### src/rtl/seq_pkg.sv
// seq_pkg: shared FSM state encoding and default pattern for the sequence blocks
package seq_pkg;

   typedef enum logic [1:0] {
      IDLE = 2'd0,
      SEND = 2'd1,
      GAP  = 2'd2
   } seq_state_e;

   localparam logic [4:0] SEQ_PAT_DEF = 5'b10110;

   // Rotate left by one so the MSB wraps to the LSB position
   function automatic logic [15:0] rotl16(input logic [15:0] v, input int unsigned w);
      logic [15:0] r;
      r = '0;
      for (int i = 1; i < 16; i++) if (i < w) r[i] = v[i-1];
      r[0] = v[w-1];
      return r;
   endfunction

endpackage

### src/rtl/seq_shift_reg.sv
// seq_shift_reg: loadable MSB-first rotating shift register holding the captured pattern
module seq_shift_reg #(
   parameter int unsigned W = 5
) (
   input  logic         clk,
   input  logic         rst_n,
   input  logic         load_i,
   input  logic         shift_i,
   input  logic [W-1:0] d_i,
   output logic         msb_o
);

   logic [W-1:0] sr_q;
   logic [W-1:0] sr_d;

   // Load wins over shift; shifting rotates so the pattern is restored after W shifts
   always_comb sr_d = load_i ? d_i : shift_i ? {sr_q[W-2:0], sr_q[W-1]} : sr_q;

   // Pattern storage, cleared on reset
   always_ff @(posedge clk or negedge rst_n)
      if (!rst_n) sr_q <= '0;
      else sr_q <= sr_d;

   assign msb_o = sr_q[W-1];

endmodule

### src/rtl/seq_pattern_tx.sv
// seq_pattern_tx: repeats a captured bit pattern MSB first, with optional idle gaps between repetitions
module seq_pattern_tx
   import seq_pkg::*;
#(
   parameter int unsigned      PAT_W   = 5,
   parameter logic [PAT_W-1:0] PAT_DEF = SEQ_PAT_DEF,
   parameter int unsigned      GAP_CYC = 0
) (
   input  logic             clk,
   input  logic             rst_n,
   input  logic             start_i,
   input  logic             use_def_i,
   input  logic [PAT_W-1:0] pattern_i,
   input  logic [3:0]       rpt_i,
   input  logic             abort_i,
   output logic             ready_o,
   output logic             out_o,
   output logic             out_valid_o,
   output logic             sof_o,
   output logic             done_o
);

   localparam int unsigned      IDX_W   = (PAT_W > 1) ? $clog2(PAT_W) : 1;
   localparam logic [IDX_W-1:0] IDX_TOP = IDX_W'(PAT_W - 1);
   localparam logic [3:0]       GAP_TOP = (GAP_CYC == 0) ? 4'd0 : 4'(GAP_CYC - 1);

   seq_state_e       state_q, state_d;
   logic [IDX_W-1:0] idx_q, idx_d;
   logic [3:0]       rep_q, rep_d;
   logic [3:0]       gap_q, gap_d;
   logic             out_q, out_d;
   logic             vld_q, vld_d;
   logic             sof_q, sof_d;
   logic             done_q, done_d;
   logic             load, shift, sr_msb;
   logic [PAT_W-1:0] sel_pat, load_val;

   assign sel_pat  = use_def_i ? PAT_DEF : pattern_i;
   // The MSB goes straight to out at capture, so the register starts one rotation ahead
   assign load_val = {sel_pat[PAT_W-2:0], sel_pat[PAT_W-1]};

   seq_shift_reg #(.W(PAT_W)) u_sr (
      .clk     (clk),
      .rst_n   (rst_n),
      .load_i  (load),
      .shift_i (shift),
      .d_i     (load_val),
      .msb_o   (sr_msb)
   );

   // Next-state and next-output logic; idx_q is the index of the bit currently on out
   always_comb begin
      state_d = state_q;
      idx_d   = idx_q;
      rep_d   = rep_q;
      gap_d   = gap_q;
      out_d   = 1'b0;
      vld_d   = 1'b0;
      sof_d   = 1'b0;
      done_d  = 1'b0;
      load    = 1'b0;
      shift   = 1'b0;
      case (state_q)
         IDLE: begin
            if (start_i && !abort_i) begin
               state_d = SEND;
               load    = 1'b1;
               idx_d   = IDX_TOP;
               rep_d   = rpt_i;
               gap_d   = '0;
               out_d   = sel_pat[PAT_W-1];
               vld_d   = 1'b1;
               sof_d   = 1'b1;
            end
         end
         SEND: begin
            if (abort_i) begin
               state_d = IDLE;
            end else if (idx_q != '0) begin
               idx_d = idx_q - 1'b1;
               out_d = sr_msb;
               vld_d = 1'b1;
               shift = 1'b1;
            end else if (rep_q == '0) begin
               state_d = IDLE;
               done_d  = 1'b1;
            end else begin
               rep_d = rep_q - 1'b1;
               if (GAP_CYC == 0) begin
                  idx_d = IDX_TOP;
                  out_d = sr_msb;
                  vld_d = 1'b1;
                  sof_d = 1'b1;
                  shift = 1'b1;
               end else begin
                  state_d = GAP;
                  gap_d   = GAP_TOP;
               end
            end
         end
         GAP: begin
            if (abort_i) begin
               state_d = IDLE;
            end else if (gap_q == '0) begin
               state_d = SEND;
               idx_d   = IDX_TOP;
               out_d   = sr_msb;
               vld_d   = 1'b1;
               sof_d   = 1'b1;
               shift   = 1'b1;
            end else begin
               gap_d = gap_q - 1'b1;
            end
         end
         default: state_d = IDLE;
      endcase
   end

   // State, counters and registered outputs
   always_ff @(posedge clk or negedge rst_n)
      if (!rst_n) begin
         state_q <= IDLE;
         idx_q   <= '0;
         rep_q   <= '0;
         gap_q   <= '0;
         out_q   <= 1'b0;
         vld_q   <= 1'b0;
         sof_q   <= 1'b0;
         done_q  <= 1'b0;
      end else begin
         state_q <= state_d;
         idx_q   <= idx_d;
         rep_q   <= rep_d;
         gap_q   <= gap_d;
         out_q   <= out_d;
         vld_q   <= vld_d;
         sof_q   <= sof_d;
         done_q  <= done_d;
      end

   assign ready_o     = (state_q == IDLE);
   assign out_o       = out_q;
   assign out_valid_o = vld_q;
   assign sof_o       = sof_q;
   assign done_o      = done_q;

endmodule

### config.mk
export PLATFORM = sky130hd
export DESIGN_NAME = seq_pattern_tx
export DESIGN_NICKNAME = d
export VERILOG_FILES = /design/src/rtl/seq_pkg.sv /design/src/rtl/seq_shift_reg.sv /design/src/rtl/seq_pattern_tx.sv
export SDC_FILE = /design/constraint.sdc
export NUM_CORES = 1
export LEC_CHECK = 0
export CORE_MARGIN = 2
export CORE_UTILIZATION = 44
export DETAILED_ROUTE_END_ITERATION = 7
export PLACE_DENSITY = 0.74
export SETUP_SLACK_MARGIN = 0.5
export SYNTH_ARGS = -nofsm -noshare
export SYNTH_HDL_FRONTEND = slang
export SYNTH_SLANG_ARGS = --single-unit
### constraint.sdc
create_clock -name clk -period 1.7 [get_ports clk]
set_input_delay 0.34 -clock clk [delete_from_list [all_inputs] [get_ports clk]]
set_output_delay 0.34 -clock clk [all_outputs]
set_load 0.01 [all_outputs]
==> metrics.log, run 1 <==
INFO  metric outcome = finished clean
INFO  metric grt_max_degree = 18
INFO  metric cts_tree = built
INFO  metric timing.critical_path.to_type = flip-flop
INFO  metric worst_tran_pin_value = 0.319 ns
INFO  metric cp-start-kind = flip-flop
INFO  metric synth_async_sr_flop_share = 100%
INFO  metric drt_first_iter_violations = 22
INFO  metric critical-path-max-stage-delay = about 0.47 ns
INFO  metric grt_antenna_before_repair = 0
INFO  metric grt-ovfl-total = 0
INFO  metric power_per_cell_area = ~1000 nW/µm²
INFO  metric synth_commonest_cells = dfrtp_1, nand2_1, nor2_1
INFO  metric dp_hpwl = about 1.5 mm
INFO  metric detailed_router_iteration_count_before_antenna_repair = 4
INFO  metric top_level_ports = 19
INFO  metric standard_cell_with_the_maximum_stage_delay_on_the_critical_path = or4b_1
INFO  metric synth.lib_cells_used.distinct = 34
INFO  metric synth.area.top_cells = dfrtp_1, nand2_1, a21oi_1, o21ai_0, nor2_1
INFO  metric rr_endpoint = rep_q[0]
INFO  metric synth_sequential_area_ratio = about 47%
INFO  metric crit_chain = nor4b_4 > a21oi_1 > or4b_1 > nand3_1
INFO  metric cts_hold_buffers_added = 0
INFO  metric timing.clock.skew = roughly 0.012 ns
INFO  metric post-synth-top-area-fraction = between 40% and 50%
INFO  metric r2r_start = idx_q[1]
INFO  metric max-cap-violations = 0
INFO  metric dp_slack = -0.209 ns
INFO  metric placement_rows = 16
INFO  metric number_of_slew_limit_violations_in_the_final_report = 0
INFO  metric first_global_vias = 850
INFO  metric starting_utilization_of_the_core_area = 46.3%
INFO  metric synth.avg_cell_area = 9.47 µm²
INFO  metric post-route-cell-area = 1340 µm²
INFO  metric hold_ws = around 0.34 ns
INFO  metric place.port_buffers = 18
INFO  metric area.growth.synth_to_final = 49.0%
INFO  metric synthCells = 95
INFO  metric synth_area_leader_cell = dfrtp_1
INFO  metric synth-warning-count = 0
INFO  metric share_of_the_cycle_needed_by_the_critical_path_after_routing = 93.4%
INFO  metric clkLatencyLatePin = roughly 0.3 ns
INFO  metric finalWirelength = roughly 2.3 mm
INFO  metric grt_setup_unrepaired = true
INFO  metric globalRouteTotalUtil = a little over a fifth
INFO  metric period_needed = around 1.6 ns
INFO  metric power = 1.37 mW
INFO  metric grt_pass1_wl = between 3 and 4 mm
INFO  metric final.setup.tns = 0 ns
INFO  metric clock.fmax = 630 MHz
INFO  metric crit_path_end = rep_q[0]
INFO  metric route.detailed.vias_per_inst = 5.60
INFO  metric placedCellCount = around 150
INFO  metric floorplan.die.width = 49.2 µm
INFO  metric yosys_register_bits = 17
INFO  metric cts.sinks = 17
INFO  metric synth_edf_count = 0
INFO  metric origin_of_the_worst_setup_path = idx_q[1]
INFO  metric core-area = just under 2000 µm²
INFO  metric timing.hold.worst.class = input port to asynchronous set/reset pin
INFO  metric reg2regPathDepth = 4
INFO  metric post-route-drc-count = 0
INFO  metric finalSetupViolations = 0
INFO  metric detail_route.wl_per_cell = around 15 µm
INFO  metric htreeDepth = 1
INFO  metric timing.reg2reg.setup_slack = 0.11 ns
INFO  metric worst_ir_drop_on_vdd = around 0.73 mV
INFO  metric synth.net_count = 110
INFO  metric timing_hold_violations_final = 0
INFO  metric fp.dieArea = ~2400 µm²
INFO  metric crit_type = flip-flop to flip-flop
INFO  metric route.vias.total = between 800 and 900
INFO  metric synthesis.area = between 800 and 900 µm²
INFO  metric post_dp_cell_area = 1200 µm²
INFO  metric tritoncts.num_buffers = 3
INFO  metric diodes = 0
INFO  metric slew_headroom = roughly four fifths
INFO  metric finalWeightedCongestion = slightly below 0.9
INFO  metric drive_gt1_share = between 30% and 40%
INFO  metric final_nets = roughly 150
INFO  metric finish.cell_count_without_fillers = approximately 160
INFO  metric ys_dominant_reg_cell = dfrtp_1
INFO  metric most_instantiated_library_cell_after_synthesis = dfrtp_1
INFO  metric timing.final.ws_setup = approximately 0.11 ns
INFO  metric clk_pin_slew = 0.11 ns
INFO  metric die_height = a little under 50 µm
INFO  metric cts.root.buffer_cell = clkbuf_4
INFO  metric leakagePower = between 0.5 and 0.6 nW
INFO  metric worst_ep_arrival_time = around 1.8 ns
INFO  metric required = 1.95 ns
INFO  metric critPathTopFamily = simple AND/OR/NAND/NOR gates
INFO  metric finish.utilization = between 60% and 70%
INFO  metric worstPathBufferInverterCount = 0
INFO  metric cp.depth = 4
INFO  metric critical_path_peak_fanout = 4
INFO  metric postRouteAntennaNets = 0
INFO  metric cts_max_path_buffers = 2
## cell families after synthesis
group	synth area share, %
AOI/OAI and AO/OA	19.3
adders and majority gates	1.39
buffers and inverters	5.70
DFF	47.3
muxes	2.23
and+or+nand+nor	24.1
## metal layers
layer | vias to the layer above | wire length [µm] | track usage, %
met5 | - | 0 | 0
met4 | 0 | 42 | 12.9
met3 | 6 | 101 | 3.37
met2 | 30 | 1210 | 33.6
met1 | 436 | 983 | 27.3
li1 | 418 | - | -
## registers in the layout, indices dropped and copies added, names as in the netlist
register	flops
state_q	1
u_sr.sr_q	5
out_valid_o	1
idx_q	3
done_o	1
out_o	1
sof_o	1
rep_q	4
## cell usage in the layout, fill, tap and decap left out, drive strengths merged
cell type and count:
buf 23, dfrtp 17, nand2 12, clkdlybuf4s50 11
nor2 8, o21ai 8, a21oi 7, inv 6
nor3 4, or3b 3, clkbuf 3, nor3b 3
a31oi 2, o22ai 2, mux2i 2, dlygate4sd2 2
or4b 2, nor4b 1, a211o 1, and2b 1
a21boi 1, and3 1, o211ai 1, or3 1
a31o 1, a32o 1, a22o 1, nand2b 1
a211oi 1, nor4 1, nand3 1, a21o 1
ha 1, clkinv 1
## report_power, final
group	internal, mW	switching (mW)
combinational	0.283	0.242
sequential	0.500	0.118
clock	0.0876	0.138
total	0.870	0.498
## layout make-up
type	instances	area [µm²]
clock buffers	3	22.5
clock inverters	1	5.00
fillers	152	602
inverters	6	25.0
multi-input cells	69	512
flip-flops and latches	17	428
well taps	27	33.8
repair buffers	36	314
## worst min path at each step
| stage | startpoint | end | slack [ns] | depth (start not counted) |
|---|---|---|---|---|
| finish | rst_n | sof_o | 0.34 | 2 |
| CTS | rst_n | idx_q[2] | 0.35 | 2 |
| floorplan | rst_n | done_o | 0.04 | 0 |
| detailed placement | u_sr.sr_q[1] | u_sr.sr_q[1] | 0.49 | 2 |
| global route | rst_n | idx_q[2] | 0.36 | 2 |
| global placement | u_sr.sr_q[1] | u_sr.sr_q[1] | 0.46 | 2 |
## worst register-to-register path: stages (launching register included)
cell	delay [ns]
dfrtp_2	0.46
nor4b_4	0.38
a21oi_1	0.15
or4b_1	0.47
nand3_1	0.08
## repair_timing
action,in CTS,in global routing
pin swaps,5,1
buffers inserted,8,0
hold endpoints to repair,0,0
endpoints found under the setup margin,22,18
cloned,1,0
gates resized for setup,30,9
(Power assumes the default switching activity.)
==> run 2: changes to the inputs <==
MAX_ROUTING_LAYER = met4   (was unset)
REMOVE_ABC_BUFFERS = 1   (was unset)
==> run 2 against run 1 <==
Count of clock-buffer cells in the layout stayed put. Worst hold slack improved by 0.020 ns. Sequential share of layout area shrank 1.6 points. Clock skew down 0.0045 ns. Maximum frequency decreased by 5.0%.
==> metrics.log, run 2 (synthesized netlist as in run 1, its figures left out) <==
INFO  metric outcome = finished clean
INFO  metric timing.clock.skew = 0.00742 ns (-0.00455 ns)
INFO  metric drt_first_iter_violations = 4 (-82%)
INFO  metric worst_tran_pin_value = 0.330 ns (+0.0112 ns)
INFO  metric post_dp_cell_area = 1180 µm² (-1.9%)
INFO  metric cts_hold_buffers_added = 0 (unchanged)
INFO  metric layout.cells.most_common = buf_4
INFO  metric starting_utilization_of_the_core_area = 46.3% (unchanged)
INFO  metric finalWeightedCongestion = 0.856 (-1.3%)
INFO  metric first_global_vias = 898 (+5.6%)
INFO  metric detail_route.wl_per_cell = 14.5 µm (-0.87%)
INFO  metric postRouteAntennaNets = 0 (unchanged)
INFO  metric clk_pin_slew = 0.11 ns (about the same)
INFO  metric timing.final.ws_setup = 0.0290 ns (-0.0830 ns)
INFO  metric critical-path-max-stage-delay = 0.44 ns (-0.03 ns)
INFO  metric timing_hold_violations_final = 0 (unchanged)
INFO  metric finish.cell_count_without_fillers = 165 (+3.8%)
INFO  metric critPathTopFamily = compound AO/OA/AOI/OAI gates
INFO  metric timing.hold.worst.class = input port to asynchronous set/reset pin
INFO  metric fp.dieArea = 2420 µm² (unchanged)
INFO  metric globalRouteTotalUtil = 20.5% (-0.80 points)
INFO  metric finalSetupViolations = 0 (unchanged)
INFO  metric largest_register_ff_count = 5 (unchanged)
INFO  metric max-cap-violations = 0 (unchanged)
INFO  metric top_level_ports = 19 (unchanged)
INFO  metric number_of_fill_cells = 148 (-2.6%)
INFO  metric grt-ovfl-total = 0 (unchanged)
INFO  metric reg2regPathDepth = 7 (+3)
INFO  metric tritoncts.num_buffers = 3 (unchanged)
INFO  metric cts.root.buffer_cell = clkbuf_4
INFO  metric period_needed = 1.67 ns (+0.0830 ns)
INFO  metric area.growth.synth_to_final = 57.0%
INFO  metric placedCellCount = 149 (+2.1%)
INFO  metric required = 1.89 ns (-0.06 ns)
INFO  metric grt_pass1_wl = 3.71 mm (-5.9%)
INFO  metric cpMostUsedCell = buf_4
INFO  metric cts_max_path_buffers = 2 (unchanged)
INFO  metric cp.depth = 7 (+3)
INFO  metric drive_gt1_share = 47.1% (+9.2 points)
INFO  metric worst_ep_arrival_time = 1.86 ns (+0.02 ns)
INFO  metric largestRegisters = u_sr.sr_q: 5 flops, rep_q: 4 flops, idx_q: 3 flops
INFO  metric standard_cell_with_the_maximum_stage_delay_on_the_critical_path = dfrtp_2
INFO  metric power_per_cell_area = 1030 nW/µm² (+0.38%)
INFO  metric placement_rows = 16 (unchanged)
INFO  metric hold_ws = 0.364 ns (+0.0199 ns)
INFO  metric cts.sinks = 17 (unchanged)
INFO  metric critical_path_peak_fanout = 8 (+4)
INFO  metric timing.critical_path.to_type = flip-flop
INFO  metric cts_tree = built
INFO  metric post-route-cell-area = 1410 µm² (+5.4%)
INFO  metric cp-start-kind = flip-flop
INFO  metric worstPathBufferInverterCount = 3 (+3)
INFO  metric final_nets = 154 (+4.1%)
INFO  metric route.detailed.vias_per_inst = 5.26 (-6.0%)
INFO  metric floorplan.die.width = 49.2 µm (unchanged)
INFO  metric post-route-drc-count = 0 (unchanged)
INFO  metric slew_headroom = 77.8% (-0.83 points)
INFO  metric htreeDepth = 1 (unchanged)
INFO  metric grt_max_degree = 18 (unchanged)
INFO  metric core-area = 1940 µm² (unchanged)
INFO  metric share_of_the_cycle_needed_by_the_critical_path_after_routing = 98.3% (+4.9 points)
INFO  metric dp_slack = -0.337 ns (-0.128 ns)
INFO  metric worst_ir_drop_on_vdd = 0.748 mV (+2.7%)
INFO  metric clkLatencyLatePin = 0.29 ns (about the same)
INFO  metric route.vias.total = 868 (-2.5%)
INFO  metric detailed_router_iteration_count_before_antenna_repair = 4 (unchanged)
INFO  metric crit_chain = buf_4 > nor4b_4 > buf_4 > a211o_4 > inv_4 > nand2_2 > a32o_1
INFO  metric leakagePower = 0.636 nW (+7.2%)
INFO  metric die_height = 49.2 µm (unchanged)
INFO  metric largest-register = u_sr.sr_q
INFO  metric dp_hpwl = 1.54 mm (about the same)
INFO  metric finalWirelength = 2.40 mm (+2.9%)
INFO  metric grt_setup_unrepaired = true
INFO  metric diodes = 0 (unchanged)
INFO  metric final.setup.tns = 0 ns (unchanged)
INFO  metric place.port_buffers = 18 (unchanged)
INFO  metric clock.fmax = 598 MHz (-5.0%)
INFO  metric crit_type = flip-flop to flip-flop
INFO  metric number_of_slew_limit_violations_in_the_final_report = 0 (unchanged)
INFO  metric grt_antenna_before_repair = 0 (unchanged)
INFO  metric most-common-layout-cells = buf_4, dfrtp_1, clkdlybuf4s50_1, nor2_1, nand2_1
==> run 2: timing repair <==
| item | in CTS | in global routing |
|---|---|---|
| pin swaps | 6 | 8 |
| cloned | 0 | 0 |
| endpoints found under the setup margin | 22 | 18 |
| resized for setup | 37 | 27 |
| buffers inserted | 7 | 5 |
==> run 2: final cells by class <==
type / count / area [µm²] / area share [%]
Multi-Input combinational cell: 68 / 533 / 37.7
Tap cell: 27 / 33.8 / 2.39
Clock buffer: 3 / 22.5 / 1.59
Timing Repair Buffer: 43 / 363 / 25.7
Clock inverter: 1 / 5.00 / 0.354
Sequential cell: 17 / 428 / 30.3
Inverter: 6 / 27.5 / 1.95
==> run 2: metal layers <==
layer	part of all wire (%)	GRT usage [%]	up-vias
met5	0	-	-
li1	-	-	424
met2	56	37.4	18
met4	1.1	8.10	0
met3	3.0	3.99	4
met1	40	21.4	422
==> run 2: power by group <==
part / switching [mW] / internal [mW]
combinational: 0.260 / 0.340
sequential: 0.130 / 0.500
clock: 0.131 / 0.0875
total: 0.521 / 0.927
==> run 2: path summary, 6_finish.rpt <==
check | startpoint | endpoint | slack (ns)
max in group asynchronous | rst_n | state_q[0] | 1.13
min in group clk | u_sr.sr_q[2] | u_sr.sr_q[2] | 0.51
setup reg to reg | state_q[0] | idx_q[1] | 0.03
hold reg to reg | u_sr.sr_q[2] | u_sr.sr_q[2] | 0.51
hold / removal | rst_n | done_o | 0.36
setup / recovery | state_q[0] | idx_q[1] | 0.03
==> run 2: through the flow <==
step | utilization, % | total power, mW
after floorplan | - | 0.836
after global placement | 60.9 | 0.996
after detailed placement | 60.9 | 1.02
after CTS | 66.9 | 1.35
after global routing | 72.7 | 1.54
final | 72.7 | 1.45
==> run 2: worst register-to-register path, delay by kind of cell, from the launching register on <==
family	cells	cell delay (ns)
flops	1	0.44
compound gates	2	0.57
simple gates	2	0.18
buf+inv	3	0.38
